File: src/rtl/instr_encoder_loader_pkg.sv
// Shared definitions for the RV32I instruction encoder/loader: type codes,
// opcode constants and the combinational field-packing/range-check function.
package instr_encoder_loader_pkg;

  typedef enum logic [2:0] {
    TYPE_R = 3'd0,
    TYPE_I = 3'd1,
    TYPE_S = 3'd2,
    TYPE_B = 3'd3,
    TYPE_U = 3'd4,
    TYPE_J = 3'd5,
    TYPE_X = 3'd6,
    TYPE_N = 3'd7
  } instr_type_e;

  localparam logic [6:0]  OPC_OP     = 7'h33;
  localparam logic [6:0]  OPC_OP_IMM = 7'h13;
  localparam logic [6:0]  OPC_STORE  = 7'h23;
  localparam logic [6:0]  OPC_BRANCH = 7'h63;
  localparam logic [6:0]  OPC_LUI    = 7'h37;
  localparam logic [6:0]  OPC_JAL    = 7'h6f;
  localparam logic [31:0] NOP_WORD   = 32'h0000_0013;

  typedef struct packed {
    logic        legal;
    logic [31:0] word;
  } enc_result_t;

  // A signed immediate fits in N bits when everything from bit N-1 upward is a
  // copy of the sign bit.
  function automatic enc_result_t encode(
    input instr_type_e t,
    input logic [6:0]  op,
    input logic [4:0]  rd,
    input logic [4:0]  rs1,
    input logic [4:0]  rs2,
    input logic [2:0]  f3,
    input logic [6:0]  f7,
    input logic [31:0] imm
  );
    enc_result_t r;
    r.legal = 1'b1;
    r.word  = '0;
    case (t)
      TYPE_R: r.word = {f7, rs2, rs1, f3, rd, op};
      TYPE_I: begin
        r.word  = {imm[11:0], rs1, f3, rd, op};
        r.legal = (&imm[31:11]) || !(|imm[31:11]);
      end
      TYPE_S: begin
        r.word  = {imm[11:5], rs2, rs1, f3, imm[4:0], op};
        r.legal = (&imm[31:11]) || !(|imm[31:11]);
      end
      TYPE_B: begin
        r.word  = {imm[12], imm[10:5], rs2, rs1, f3, imm[4:1], imm[11], op};
        r.legal = !imm[0] && ((&imm[31:12]) || !(|imm[31:12]));
      end
      TYPE_U: begin
        r.word  = {imm[31:12], rd, op};
        r.legal = !(|imm[11:0]);
      end
      TYPE_J: begin
        r.word  = {imm[20], imm[10:1], imm[11], imm[19:12], rd, op};
        r.legal = !imm[0] && ((&imm[31:20]) || !(|imm[31:20]));
      end
      TYPE_N: r.word = NOP_WORD;
      default: r.legal = 1'b0;
    endcase
    return r;
  endfunction

endpackage

File: src/rtl/instr_encoder_loader_fifo.sv
// Small synchronous FIFO holding {address, word} entries ahead of the
// instruction memory write port.
module instr_word_fifo #(
  parameter int unsigned WIDTH = 32,
  parameter int unsigned DEPTH = 2
) (
  input  logic             clk,
  input  logic             rst,
  input  logic             push,
  input  logic             pop,
  input  logic [WIDTH-1:0] din,
  output logic [WIDTH-1:0] dout,
  output logic             full,
  output logic             empty
);

  localparam int unsigned PW = $clog2(DEPTH);
  localparam logic [PW:0] CNT_FULL = (PW+1)'(DEPTH);

  logic [WIDTH-1:0] mem [DEPTH];
  logic [PW-1:0]    wp;
  logic [PW-1:0]    rp;
  logic [PW:0]      cnt;
  logic             do_push;
  logic             do_pop;

  assign empty   = (cnt == '0);
  assign full    = (cnt == CNT_FULL);
  assign do_pop  = pop && !empty;
  // A push into a full FIFO is allowed when the head leaves on the same edge.
  assign do_push = push && (!full || do_pop);
  assign dout    = mem[rp];

  always_ff @(posedge clk or posedge rst) begin
    if (rst) begin
      wp  <= '0;
      rp  <= '0;
      cnt <= '0;
    end else begin
      if (do_push) wp <= wp + 1'b1;
      if (do_pop)  rp <= rp + 1'b1;
      case ({do_push, do_pop})
        2'b10:   cnt <= cnt + 1'b1;
        2'b01:   cnt <= cnt - 1'b1;
        default: cnt <= cnt;
      endcase
    end
  end

  always_ff @(posedge clk) begin
    if (do_push) mem[wp] <= din;
  end

endmodule

File: src/rtl/instr_encoder_loader.sv
// Packs RV32I field bundles into instruction words, drops illegal immediates,
// and streams legal words to instruction memory at an auto-incrementing address.
module instr_encoder_loader
  import instr_encoder_loader_pkg::*;
#(
  parameter int unsigned       ADDR_W     = 8,
  parameter logic [ADDR_W-1:0] BASE_ADDR  = '0,
  parameter int unsigned       FIFO_DEPTH = 2
) (
  input  logic              clk,
  input  logic              rst,
  input  logic              in_valid,
  output logic              in_ready,
  input  logic [2:0]        in_type,
  input  logic [6:0]        in_opcode,
  input  logic [4:0]        in_rd,
  input  logic [4:0]        in_rs1,
  input  logic [4:0]        in_rs2,
  input  logic [2:0]        in_funct3,
  input  logic [6:0]        in_funct7,
  input  logic [31:0]       in_imm,
  input  logic              addr_load,
  input  logic [ADDR_W-1:0] addr_in,
  output logic              mem_we,
  input  logic              mem_ready,
  output logic [ADDR_W-1:0] mem_addr,
  output logic [31:0]       mem_wdata,
  output logic              err,
  output logic [ADDR_W-1:0] err_addr,
  output logic              wrapped
);

  logic              ready_en;
  logic              e_valid;
  logic              e_legal;
  logic [31:0]       e_word;
  logic [ADDR_W-1:0] wptr;
  enc_result_t       enc;
  logic              accept;
  logic              e_move;
  logic              load_ok;
  logic              fifo_push;
  logic              fifo_pop;
  logic              fifo_full;
  logic              fifo_empty;
  logic [31+ADDR_W:0] fifo_din;
  logic [31+ADDR_W:0] fifo_dout;

  assign enc = encode(instr_type_e'(in_type), in_opcode, in_rd, in_rs1, in_rs2,
                      in_funct3, in_funct7, in_imm);

  assign mem_we    = !fifo_empty;
  assign fifo_pop  = mem_we && mem_ready;
  assign in_ready  = ready_en && (!e_valid || !fifo_full || fifo_pop);
  assign accept    = in_valid && in_ready;
  // Illegal words leave stage E through the same slot as legal ones but are
  // never pushed, so the drop point sees the pointer a legal word would take.
  assign e_move    = e_valid && (!fifo_full || fifo_pop);
  assign fifo_push = e_move && e_legal;
  assign fifo_din  = {wptr, e_word};
  assign load_ok   = addr_load && !e_valid && fifo_empty && !accept;

  // An empty FIFO shows the next write address and a zero word.
  assign mem_addr  = fifo_empty ? wptr : fifo_dout[31+ADDR_W:32];
  assign mem_wdata = fifo_empty ? '0   : fifo_dout[31:0];

  always_ff @(posedge clk or posedge rst) begin
    if (rst) begin
      ready_en <= 1'b0;
      e_valid  <= 1'b0;
      e_legal  <= 1'b0;
      e_word   <= '0;
      wptr     <= BASE_ADDR;
      err      <= 1'b0;
      err_addr <= '0;
      wrapped  <= 1'b0;
    end else begin
      ready_en <= 1'b1;
      if (accept) begin
        e_valid <= 1'b1;
        e_legal <= enc.legal;
        e_word  <= enc.word;
      end else if (e_move) begin
        e_valid <= 1'b0;
      end
      if (fifo_push) begin
        wptr <= wptr + 1'b1;
        if (&wptr) wrapped <= 1'b1;
      end else if (load_ok) begin
        wptr <= addr_in;
      end
      if (e_move && !e_legal) begin
        err <= 1'b1;
        if (!err) err_addr <= wptr;
      end
    end
  end

  instr_word_fifo #(
    .WIDTH (32 + ADDR_W),
    .DEPTH (FIFO_DEPTH)
  ) u_fifo (
    .clk   (clk),
    .rst   (rst),
    .push  (fifo_push),
    .pop   (fifo_pop),
    .din   (fifo_din),
    .dout  (fifo_dout),
    .full  (fifo_full),
    .empty (fifo_empty)
  );

endmodule

File: config.mk
export PLATFORM = sky130hd
export DESIGN_NAME = instr_encoder_loader
export DESIGN_NICKNAME = d
export VERILOG_FILES = /design/src/rtl/instr_encoder_loader_pkg.sv /design/src/rtl/instr_encoder_loader_fifo.sv /design/src/rtl/instr_encoder_loader.sv
export SDC_FILE = /design/constraint.sdc
export NUM_CORES = 1
export LEC_CHECK = 0
export CORE_UTILIZATION = 51
export CTS_BUF_LIST = sky130_fd_sc_hd__clkbuf_16
export CTS_CLUSTER_DIAMETER = 200
export DETAILED_ROUTE_END_ITERATION = 10
export HOLD_SLACK_MARGIN = 0.06
export PLACE_DENSITY = 0.8
export SYNTH_ARGS = -nofsm -noshare
export SYNTH_HDL_FRONTEND = slang
export SYNTH_SLANG_ARGS = --single-unit
File: constraint.sdc
create_clock -name clk -period 4.4 [get_ports clk]
set_clock_uncertainty 0.2 [all_clocks]
set_input_delay 0.44 -clock clk [delete_from_list [all_inputs] [get_ports clk]]
set_output_delay 0.44 -clock clk [all_outputs]
set_load 0.005 [all_outputs]
# [Word-level counts from Yosys, hierarchy flattened]
# Memories as Yosys holds them, arrays and structs flattened.
# Index checks and enable logic that the tools add are counted.
[word_totals] reg_bits=57 latchBits=0 mem_bits_rw=80 mem_bits_ro=0 inputBits=80 output_inout_bits=52 elab_cells=84 n_memories=1
[op_classes] addsub=5 mul=0 div=0 order_cmp=0 eq_ne=9 shift=0 mux=11 bitwise=1 n_reduce_logical=46
[mem_list] memory="u_fifo.mem" words=2 word_bits=40 read_ports=1 rd_clocked_by_memory_dff=0 wr=1 line="instr_encoder_loader_fifo.sv:20" text="logic [WIDTH-1:0] mem [DEPTH];"
[ops] op="one-hot mux 32 bit (7 select lines)" count=1
[ops] op="2-to-1 mux 32 bit" count=1
[ops] op="2-to-1 mux 8 bit" count=3
[ops] op="OR reduction 12 bit" count=2
[ops] op="AND reduction 21 bit" count=1
[ops] op="OR reduction 21 bit" count=1
[ops] op="AND reduction 20 bit" count=1
[ops] op="OR reduction 20 bit" count=1
[ops] op="logical AND 1 bit" count=13
[ops] op="AND reduction 12 bit" count=1
[ops] op="zero test 1 bit" count=10
[ops] op="== test 3 bit, second input constant" count=3
[ops] op="AND reduction 9 bit" count=1
[ops] op="adder 8 x 1 -> 8 bit, second input constant" count=1
[ops] op="logical OR 1 bit" count=7
[ops] op="== test 3 x 2 -> 1 bit, second input constant" count=2
[ops] op="nonzero test 2 bit" count=3
[ops] op="one-hot mux 1 bit (5 select lines)" count=1
[ops] op="== test 2 bit, second input constant" count=2
[ops] op="2-to-1 mux 1 bit" count=4
[ops] op="one-hot mux 2 bit (2 select lines)" count=1
[ops] op="OR reduction 2 bit" count=2
[ops] op="== test 3 x 1 -> 1 bit, second input constant" count=1
[ops] op="zero test 3 bit" count=1
[ops] op="7 further kinds" count=8

# [Logic depth before layout (Yosys ltp)]
[depth] depth_word=10 ltp_mapped=8

# [Modules after synthesis]
# A second synthesis with hierarchy kept.
[hier_totals] cells_unflattened=515 area_unflattened_um2=6271.0
[modules_own_cells] mod="instr_encoder_loader" instances=1 cells_each=365 area_each_um2=3166.8
[modules_own_cells] mod="instr_word_fifo" instances=1 cells_each=150 area_each_um2=3104.2

# [Worst setup path before layout]
# OpenSTA, ideal clock, no wires.
[synth_timing] path_kind="flip-flop to flip-flop" from="register u_fifo.cnt[1]" to="memory u_fifo.mem[0][0] in the netlist's numbering (enable)" t_arrival_ns=2.733 required_ns=3.763 path_slack_ns=1.030 path_stages_with_launch=6 path_buffers=1 period_less_slack_ns=3.370 cell_sequence="dfrtp_1 or3b_1 and3_1 buf_2 clkinv_2 nor2_1"
[synth_between] elab_chain_len=9
[synth_rtl] element="start, declared" line="instr_encoder_loader_fifo.sv:23" text="logic [PW:0] cnt;"
[synth_rtl] element="start signal, assigned" line="instr_encoder_loader_fifo.sv:43" text="2'b10: cnt <= cnt + 1'b1;"
[synth_rtl] element="start signal, assigned" line="instr_encoder_loader_fifo.sv:44" text="2'b01: cnt <= cnt - 1'b1;"
[synth_rtl] element="start signal, assigned" line="instr_encoder_loader_fifo.sv:45" text="default: cnt <= cnt;"
[synth_rtl] element="zero test 2 bit" line="instr_encoder_loader_fifo.sv:27" text="assign empty = (cnt == '0);"
[synth_rtl] element="zero test 1 bit" line="instr_encoder_loader_fifo.sv:29, instr_encoder_loader.sv:52"
[synth_rtl] element="logical AND 1 bit" line="instr_encoder_loader.sv:53" text="assign fifo_pop = mem_we && mem_ready;"
[synth_rtl] element="logical OR 1 bit" line="instr_encoder_loader.sv:58" text="assign e_move = e_valid && (!fifo_full || fifo_pop);"
[synth_rtl] element="logical AND 1 bit" line="instr_encoder_loader.sv:58"
[synth_rtl] element="logical AND 1 bit" line="instr_encoder_loader.sv:59" text="assign fifo_push = e_move && e_legal;"
[synth_rtl] element="logical AND 1 bit (*)" line="instr_encoder_loader_fifo.sv:31" text="assign do_push = push && (!full || do_pop);"
[synth_rtl] element="2-to-1 mux 1 bit (*)" line="instr_encoder_loader_fifo.sv:51" text="if (do_push) mem[wp] <= din;"
[synth_rtl] element="2-to-1 mux 1 bit (implied by the code) (*)" line="instr_encoder_loader_fifo.sv:51"
[synth_rtl] element="end, declared" line="instr_encoder_loader_fifo.sv:20"
# Every way passes the cells marked *; elsewhere a longest branch is shown, timed or not.

# [Final worst setup path]
[layout_timing] from="register u_fifo.rp" to="output port mem_wdata[21]"
[layout_between] elab_chain_len=2
[layout_rtl] element="start, declared" line="instr_encoder_loader_fifo.sv:22" text="logic [PW-1:0] rp;"
[layout_rtl] element="start signal, assigned" line="instr_encoder_loader_fifo.sv:41" text="if (do_pop) rp <= rp + 1'b1;"
[layout_rtl] element="memory read (2 x 40 bit)"
[layout_rtl] element="2-to-1 mux 32 bit" line="instr_encoder_loader.sv:65" text="assign mem_wdata = fifo_empty ? '0 : fifo_dout[31:0];"
[layout_rtl] element="end, declared" line="instr_encoder_loader.sv:27" text="output logic [31:0] mem_wdata,"
# No other way between the ends.

==> reports/qor.yml <==
timing:
  fmaxAchievable_mhz: 308
  setup_viol: 0
  finalHoldViolCount: 0
  worst_slew_pin_slew_ns: 1.05
  fin_crit_ns: 3.25
  finalSetupTns_ns: 0
  rsz0062_at_grt: "false"
  drv_slew: 0
  setup_slack_ns: 1.15
  slew_headroom_pct: 29.9
  period_share_pct: 73.8
clocking:
  hold_buffers: 0
  cts.reportedPaths.clkPinSlew_ns: 0.06
  cts-root-buf: "clkbuf_16"
  cts_max_level: 4
  cts_sinks: 137
  cts_tree: "built"
  cts_resized: 0
  clock_latency_ns: 0.41
  cts_buffers: 17
  cts_setup_buffers: 0
  clk_path_buf_depth: 2
power_and_ir_drop:
  power.switching_w: 0.00132
  p_leak_nw: 3.15
  p_sw_share_pct: 28.7
  power.density_mw_per_mm2: 563
  p_int_w: 0.00328
  seqPwrFrac_pct: 40.5
  p_total_w: 0.00460
  power_frac_comb_pct: 28.7
  ir_drop_mv: 0.304
  pwr-share-clk_pct: 30.7
synthesis:
  synth_edf_count: 80
  synth_ff_type: "edfxtp_1"
  synth.cell_area_mm2: 0.00616
  ys_seq_elements: 137
  syn_inst: 513
  syn_avg_cell_area_um2: 12.0
  ys_seq_area_share_pct: 62.1
  yosysMostFrequentCell: "edfxtp_1"
  ys_async_sr_fraction_pct: 41.6
  yosys_warnings: 0
  synth_top_area_share_pct: 39.0
  synth_commonest_cells: "edfxtp_1 (80), dfrtp_1 (57), nand2_1 (56)"
  synthesis.nets: 595
  synthTopCellsByArea: "edfxtp_1 (39%), dfrtp_1 (23%), mux2i_1 (7.5%)"
  synth_cell_types: 61
  yosys.area.top_type: "edfxtp_1"
floorplan:
  num_rows: 39
  pin_count: 132
  core_mm2: 0.0116
  dieArea_mm2: 0.0125
  die_w_um: 112
  start_util_pct: 53.1
  fp.dieH_um: 112
placed_design:
  place_ws_ns: 1.44
  place_congestion: 0.894
  place_hpwl_um: 9520
  dp.cells: 763
  io_buffers: 131
critical_path:
  cp-end-kind: "output pin"
  worstPathMaxFanout: 30
  start_kind: "flop"
  cp.arrival_ns: 2.61
  reg2reg_slack_ns: 1.74
  rr_endpoint: "wptr[2]"
  timing.rr.start: "u_fifo.cnt[0]"
  r2r_cells: 7
  cp_data_required_time_ns: 3.76
  critPathKind: "reg2out"
drt:
  vias: 4358
  drc: 10
  routed_wl_um: 13400
  viasPerCell: 5.48
  ant_nets: 0
  avgRoutedWirePerCell_um: 16.9
  firstDrtPassIters: 8
  drt_iter0_drc: 243
flow_run:
  cap_violations: 0
status:
  violations: "design-rule violations"
  outcome: "finished with violations"
layout:
  area_delta_synth_final_pct: 32.5
  nNetsFinal: 721
  n_antenna_cell: 0
  fill_cells: 844
  drive_gt1_share_pct: 10.4
  final_cells: 795
global_route:
  grt_pass1_wl_um: 21600
  grt_pass1_vias: 4376
  grt.overflow.total: 0
  grt_use_total_pct: 22.8
  grt_antenna_before_repair: 0
  grt_max_degree: 71
worst_hold_path:
  hp-class: "in2async"
-- metal layers --
metal  global-route usage [%]  vias up  share of wire, %
met5                        0        -                 0
met4                     8.62        0               1.6
met3                     5.06       16               5.7
met2                     38.9      164                50
met1                     28.4     2050                43
li1                         -     2128                 -
-- cell usage in the layout (no fill, tap or decap), types with 3 or more instances in the layout --
cell and instances:
a21oi_1 31, a22oi_1 4, a2bb2oi_1 6, and2_1 3, and3_1 6, buf_4 5, bufinv_16 3, clkbuf_16 17
clkdlybuf4s50_1 131, clkinv_2 3, clkinv_4 3, clkinvlp_4 4, dfrtp_1 56, edfxtp_1 80, mux2_2 11, mux2i_1 46
nand2_1 56, nand3_1 8, nand4_1 7, nor2_1 50, nor2b_1 16, nor3_1 5, nor4_1 6, o21ai_0 39
o21bai_1 3, xnor2_1 3
-- power groups by stage --
stage	Clock, W	Combinational (W)	Sequential, W
final	0.00141	0.00132	0.00186
after global routing	0.00148	0.00144	0.00189
after floorplan	0	0.000705	0.00175
after global placement	0	0.00130	0.00187
after CTS	0.00142	0.00133	0.00186
after detailed placement	0	0.00132	0.00188
-- registers in the layout (all words and copies together) (netlist names) --
register / cells
e_word: 32
u_fifo.mem: 80
e_valid: 1
err_addr: 8
e_legal: 1
ready_en: 1
u_fifo.cnt: 2
u_fifo.rp: 1
u_fifo.wp: 1
wptr: 8
err: 1
wrapped: 1
-- cell families after synthesis --
family / count (synthesis) / synth area share, %
AO/OA/AOI/OAI: 101 / 10.4
multiplexers: 58 / 9.84
flip-flops: 137 / 62.1
XOR/XNOR: 5 / 0.711
AND/OR/NAND/NOR: 176 / 13.7
adder cells (fa/ha/maj): 2 / 0.406
other: 1 / 0.0608
buffers and inverters: 33 / 2.72
-- final cells by class --
type                       count  area (um^2)  share of cell area [%]
timing repair buffer         136         1350                    16.5
clock inverter                15          178                    2.18
tap                          143          179                    2.19
clock buffer                  17          425                    5.21
multi-input combinational    343         2190                    26.8
sequential                   137         3830                    46.9
inverter                       4         16.3                   0.199
-- stage by stage --
step	area, um^2	util (%)	hold slack, ns
final	8170	70.3	0.256
after global routing	8170	70.3	0.282
after global placement	7560	65.1	0.249
after CTS	8170	70.3	0.267
after floorplan	6160	-	0.242
after detailed placement	7560	65.1	0.253
-- critical path: stages (launching register included) --
cell and delay (ns):
dfrtp_2 0.95, buf_4 0.38, mux2i_1 0.12, nor2_1 0.16, clkdlybuf4s50_1 0.58
-- worst max-delay path by stage --
| stage | to | depth (start not counted) | from |
|---|---|---|---|
| after floorplan | u_fifo.mem[0][0] | 5 | u_fifo.cnt[1] |
| after global placement | wptr[2] | 6 | mem_ready |
| after detailed placement | u_fifo.mem[0][23] | 6 | mem_ready |
| after CTS | mem_wdata[21] | 4 | u_fifo.rp |
| after global routing | mem_wdata[21] | 4 | u_fifo.rp |
| final | mem_wdata[21] | 4 | u_fifo.rp |
No activity file was read; power rests on OpenSTA's default activity.
